==> src/rtl/dave_tone.sv <==
`default_nettype none
// ============================================================================
// Module   : dave_tone
// Purpose  : Dave tone-generator timebase for channels 0..2. Three CW-bit
//            period registers (I/O ports A0h-A5h) and a sync register (A7h)
//            drive three down-counters that advance on the ceirq tick. Each
//            reload toggles the channel's square wave; channels 0 and 1 also
//            raise a single-tick interrupt strobe.
// Ports    : clock  - system clock
//            reset  - synchronous reset, active-high
//            cecpu  - CPU-side clock enable, qualifies I/O writes
//            ceirq  - 250 kHz tick enable, advances the counters
//            iorq   - Z80 IORQ (active-low)
//            wr     - Z80 WR (active-low)
//            a      - I/O port address (low byte)
//            d      - CPU write data
//            tone0..tone2 - square-wave outputs to the sound mixer
//            irq0, irq1   - reload strobes for channels 0 and 1
// Revision : 1.0 - initial release
// ============================================================================
module dave_tone #(
  parameter int              CW   = 12,
  parameter logic [CW-1:0]   RSTP = '0
) (
  input  logic       clock,
  input  logic       reset,
  input  logic       cecpu,
  input  logic       ceirq,
  input  logic       iorq,
  input  logic       wr,
  input  logic [7:0] a,
  input  logic [7:0] d,
  output logic       tone0,
  output logic       tone1,
  output logic       tone2,
  output logic       irq0,
  output logic       irq1
);

  logic [2:0][CW-1:0] r_per;
  logic [2:0][CW-1:0] r_cnt;
  logic [2:0]         r_sync;
  logic [2:0]         r_tone;
  logic [1:0]         r_irq;

  logic               w_wr;
  logic [2:0]         w_reload;

  assign w_wr = cecpu & ~iorq & ~wr;

  // A channel reloads when its counter has reached zero and it is not held
  // in sync; sync forces a reload every tick but suppresses the event.
  generate
    for (genvar g = 0; g < 3; g++) begin : g_reload
      assign w_reload[g] = ~r_sync[g] & (r_cnt[g] == '0);
    end
  endgenerate

  always_ff @(posedge clock) begin
    if (reset) begin
      for (int n = 0; n < 3; n++) begin
        r_per[n] <= RSTP;
        r_cnt[n] <= '0;
      end
      r_sync <= '0;
      r_tone <= '0;
      r_irq  <= '0;
    end else begin
      // Counter update reads the register values from before any write in
      // this same clock, so a period change never restarts a countdown.
      if (ceirq) begin
        for (int n = 0; n < 3; n++) begin
          if (r_sync[n]) begin
            r_cnt[n]  <= r_per[n];
            r_tone[n] <= 1'b0;
          end else if (r_cnt[n] == '0) begin
            r_cnt[n]  <= r_per[n];
            r_tone[n] <= ~r_tone[n];
          end else begin
            r_cnt[n]  <= r_cnt[n] - 1'b1;
          end
        end
        r_irq <= w_reload[1:0];
      end

      if (w_wr) begin
        case (a)
          8'hA0:   r_per[0][7:0]    <= d;
          8'hA1:   r_per[0][CW-1:8] <= d[CW-9:0];
          8'hA2:   r_per[1][7:0]    <= d;
          8'hA3:   r_per[1][CW-1:8] <= d[CW-9:0];
          8'hA4:   r_per[2][7:0]    <= d;
          8'hA5:   r_per[2][CW-1:8] <= d[CW-9:0];
          8'hA7:   r_sync           <= d[2:0];
          default: ;
        endcase
      end
    end
  end

  assign tone0 = r_tone[0];
  assign tone1 = r_tone[1];
  assign tone2 = r_tone[2];
  assign irq0  = r_irq[0];
  assign irq1  = r_irq[1];

endmodule
`default_nettype wire

==> config.mk <==
export PLATFORM = sky130hd
export DESIGN_NAME = dave_tone
export DESIGN_NICKNAME = d
export VERILOG_FILES = /design/src/rtl/dave_tone.sv
export SDC_FILE = /design/constraint.sdc
export NUM_CORES = 1
export LEC_CHECK = 0
export BUFFER_PORTS_ARGS = -buffer_cell sky130_fd_sc_hd__buf_2
export CAP_MARGIN = 25
export CORE_UTILIZATION = 65
export CTS_CLUSTER_SIZE = 20
export DETAILED_ROUTE_END_ITERATION = 7
export PLACE_DENSITY = 0.81
export SETUP_SLACK_MARGIN = 0.2
export SLEW_MARGIN = 20
export SYNTH_ARGS = -nofsm -noshare
export SYNTH_HDL_FRONTEND = slang
export SYNTH_SLANG_ARGS = --single-unit
==> constraint.sdc <==
create_clock -name clock -period 5.3 [get_ports clock]
set_input_delay 0.265 -clock clock [delete_from_list [all_inputs] [get_ports clock]]
set_output_delay 0.265 -clock clock [all_outputs]
set_load 0.01 [all_outputs]
After elaboration in Yosys (flattened, before gate mapping)
Index checks and enable logic that the tools add are counted.
- flip-flop bits (word level): 80
- output and inout port bits: 5
- word-level logic and storage cells: 63
- add/subtract/negate cells: 3
- eq/ne operators: 7
- muxes and demuxes: 12
- bitwise logic cells: 11
- reduce and logical (&&, ||, !) cells: 16
- operator list (operator ; number):
    2-to-1 mux 12 bit ; 6
    equality test 8 bit (second input constant) ; 7
    logical NOT 12 bit ; 3
    subtractor 12 x 1 -> 12 bit (second input constant) ; 3
    AND reduction 2 bit ; 10
    NOT 1 bit ; 7
    2-to-1 mux 1 bit ; 6
    nonzero test 2 bit ; 3
    bitwise AND 1 bit ; 4

Logic depth before layout (Yosys ltp)
- depth after elaboration: 4
- mapped depth: 7

Least setup slack after synthesis
Ideal clock, no wire load.
- path kind: register to register
- from: register r_cnt[12] in the netlist's numbering
- to: register r_cnt[22] in the netlist's numbering
- data arrival time: 1720 ps
- path slack: 3453 ps
- cell stages (with the launch flop): 7
- path buffers: 0
- clock period less this slack: 1847 ps
- path through: dfxtp_1 > inv_1 > ha_1 > or3b_2 > o41a_1 > o32ai_1 > o21ai_1
- cells in the longest elaborated chain, start to end: 3
- elaborated cells on any way between the ends: 4
- those cells by class: add/sub: 1; mux: 2; reduce/logical: 1
- ends and longest elaborated chain (item ; RTL line ; text):
    start, declared ; 41 ; logic [2:0][CW-1:0] r_cnt;
    start signal, assigned by index ; 74 ; r_cnt[n] <= r_per[n];
    start signal, assigned by index ; 77 ; r_cnt[n] <= r_per[n];
    start signal, assigned by index ; 80 ; r_cnt[n] <= r_cnt[n] - 1'b1;
    subtractor 12 x 1 -> 12 bit or logical NOT 12 bit (tied branches) ; 80, 76 ;
    2-to-1 mux 12 bit * ; 76 ; end else if (r_cnt[n] == '0) begin
    2-to-1 mux 12 bit * ; 73 ; if (r_sync[n]) begin
Mark *: on every way between the ends. The rest lies on a longest branch, timed or not.
A chain may end at the register's enable or synchronous reset.

Final worst setup path
- from: register r_cnt[12] in the netlist's numbering
- to: register r_cnt[13] in the netlist's numbering
The elaborated chain is that of the path after synthesis.

==> out/results.txt <==
Post-CTS setup repair buffer count = 0
Syn_nets = 552
FF+latch count, synth = 80
Async set or reset register ratio after synthesis = 0
LEAKAGE = 1.57 nW
Via density = 6.83
RSZ-0062 raised after global routing = false
Most frequent cells in the layout = 80 x dfxtp_1, 63 x nand3_1, 57 x a21oi_1
Largest net degree at the start of global routing = 60
Reg area = 0.00160 sq mm
N_diodes = 0
Top post-synthesis cells by area = dfxtp_1 37%, nand3_1 7.4%, a21oi_1 6.7%
Fin. max-slew vios = 0
HP Start = d[5]
Worst slew margin = 0.338
Hold path depth = 3
Detailed router's first-iteration violation count = 396
Area delta synth->final = 6.09%
Routability cong. = 0.866
Most used flip-flop cell after synthesis = dfxtp_1
# hold bufs at CTS = 0
Reg-to-reg startpoint = r_cnt[12]
CP Class = reg -> reg
Max frequency = 433 MHz
DRC viols = 0
Starting Density = 0.673
Final WL = 11100 um
Post-Synthesis Cell Area = 0.00428 sq mm
Total CTS buffers = 9
Status = finished, final reports clean
Vias in the first global route = 3694
Worst-Skew Late Latency = 0.35 ns
Tmin final = 2.31 ns
R2R Setup Slk = 2.99 ns
Setup violations, final = 0
Period utilisation layout = 0.435
Hold EP = r_per[5]
Fin. Hold Viols = 0
Area share of the largest cell type after synthesis = 0.374
FF-to-FF path depth = 7
Die height = 83.1 um
Min Hold Slack = 0.187 ns
Post-synthesis cell count = 524
Avg Cell Area, Syn = 8.16 sq um
Max-cap viol count = 0
Multi-input logic area = 0.00246 sq mm
First-pass GRT wire length = 18100 um
Number of synthesized flops with an enable pin = 0
Worst EP arrival = 2.53 ns
Crit. Startpoint = r_cnt[12]
Vias = 4161
Commonest non-fill, non-tap cell in the layout = dfxtp_1
Filler cell count in the final layout = 520
PwrDens = 560 mW/mm^2
Crit start category = flop
TritonRoute pass-1 iters = 5
Worst-path fanout max = 6
Routed wire per std cell = 18.3 um
CTS Sinks = 80
Core area = 0.00635 sq mm
Top Ports = 27
Setup_tns = 0 ns
Initial antenna violation count = 0
Root buffer selected by CTS = clkbuf_8
Die area = 0.00691 sq mm
Hold Path Class = in -> reg
Clock Path Buffers = 2
Distinct cells, synth = 66
Total grt overflow = 0
Layout cells sized above 1 = 0.122
Resized cells post-CTS = 0
Reg2Reg Capture Point = r_cnt[13]
Layout Nets = 555
Die W = 83.1 um
Leading area contributor after synthesis = dfxtp_1
Seq/Total Area, Yosys = 0.374
Synth warnings = 0
Total GRT Usage = 0.326
Worst IR drop on VDD = 0.363 mV
PortBufs = 26
CP Data Required Time = 5.53 ns
DRT antenna net count = 0
Dpl hpwl = 7550 um
Clk slew on worst S/H paths = 0.08 ns
CP Capture Type = flop
Row count = 29
CTS tree = built
Post-Route Skew = 0.0130 ns
Slew @ Worst Pin = 0.987 ns
H-tree depth = 3
worst max-delay path by stage:
stage	end	slack, ns
after floorplan	r_cnt[22]	3.45
after global placement	r_cnt[23]	2.94
after detailed placement	r_cnt[23]	2.93
after CTS	r_cnt[13]	2.97
after global routing	r_cnt[23]	2.84
final	r_cnt[13]	2.99
per-stage QoR:
stage | setup slack, ns | std cells | power [mW] | cell area, sq um | util
finish | 2.99 | 609 | 2.54 | 4540 | 0.714
global route | 2.84 | 609 | 2.71 | 4540 | 0.714
CTS | 2.97 | 607 | 2.50 | 4530 | 0.713
detailed placement | 2.93 | 591 | 2.10 | 4350 | 0.686
global placement | 2.94 | 591 | 2.06 | 4350 | 0.686
floorplan | 3.45 | 524 | 1.86 | 4280 | -
registers in the layout, summed over array words and instances, names as in the netlist:
signal,flops
r_cnt,36
r_irq,2
r_per,36
r_sync,3
r_tone,3
cells in the mapped netlist, types with 5 or more instances:
cell       n
inv_1     16
dfxtp_1   80
mux2i_1   12
nor2b_1    5
nand3b_1   8
nor4_1     6
buf_2      7
clkbuf_1  24
nand2_1   22
nand3_1   63
a211oi_1   8
ha_1       6
nor2_1    27
a21oi_1   57
a31oi_1   12
o21ai_0   56
and3_1     5
nor3_1    14
where the power goes:
group | internal [mW] | switching [mW] | leakage, nW
Clock | 0.180 | 0.225 | 0.0878
Sequential | 0.722 | 0.161 | 0.650
Combinational | 0.535 | 0.717 | 0.829
area by class of cell:
| cell class | instances | area share |
|---|---|---|
| tap | 77 | 0.0212 |
| multi-input combinational | 391 | 0.542 |
| sequential | 80 | 0.353 |
| timing repair buffer | 29 | 0.0325 |
| clock buffer | 10 | 0.0303 |
| clock inverter | 6 | 0.00772 |
| inverter | 16 | 0.0132 |
logic make-up after synthesis:
| kind of cell | Yosys count | synth area share |
|---|---|---|
| mux | 14 | 0.0334 |
| compound gates | 177 | 0.257 |
| buf+inv | 53 | 0.0506 |
| flops | 80 | 0.374 |
| fa+ha+maj | 6 | 0.0176 |
| simple gates | 189 | 0.256 |
| xor+xnor | 5 | 0.0102 |
routing by layer:
layer,part of all wire,track usage,vias to the layer above
li1,-,-,1983
met1,0.46,0.469,1989
met2,0.45,0.487,163
met3,0.064,0.0477,26
met4,0.024,0.138,0
met5,0,0,-
worst max-delay path: stages, from the launching register on:
cell,delay [ns]
dfxtp_1,0.35
inv_1,0.11
ha_1,0.18
nor4b_1,0.53
a41oi_1,0.45
clkbuf_2,0.28
o221ai_1,0.19
a21oi_1,0.08
(Power assumes the default switching activity.)
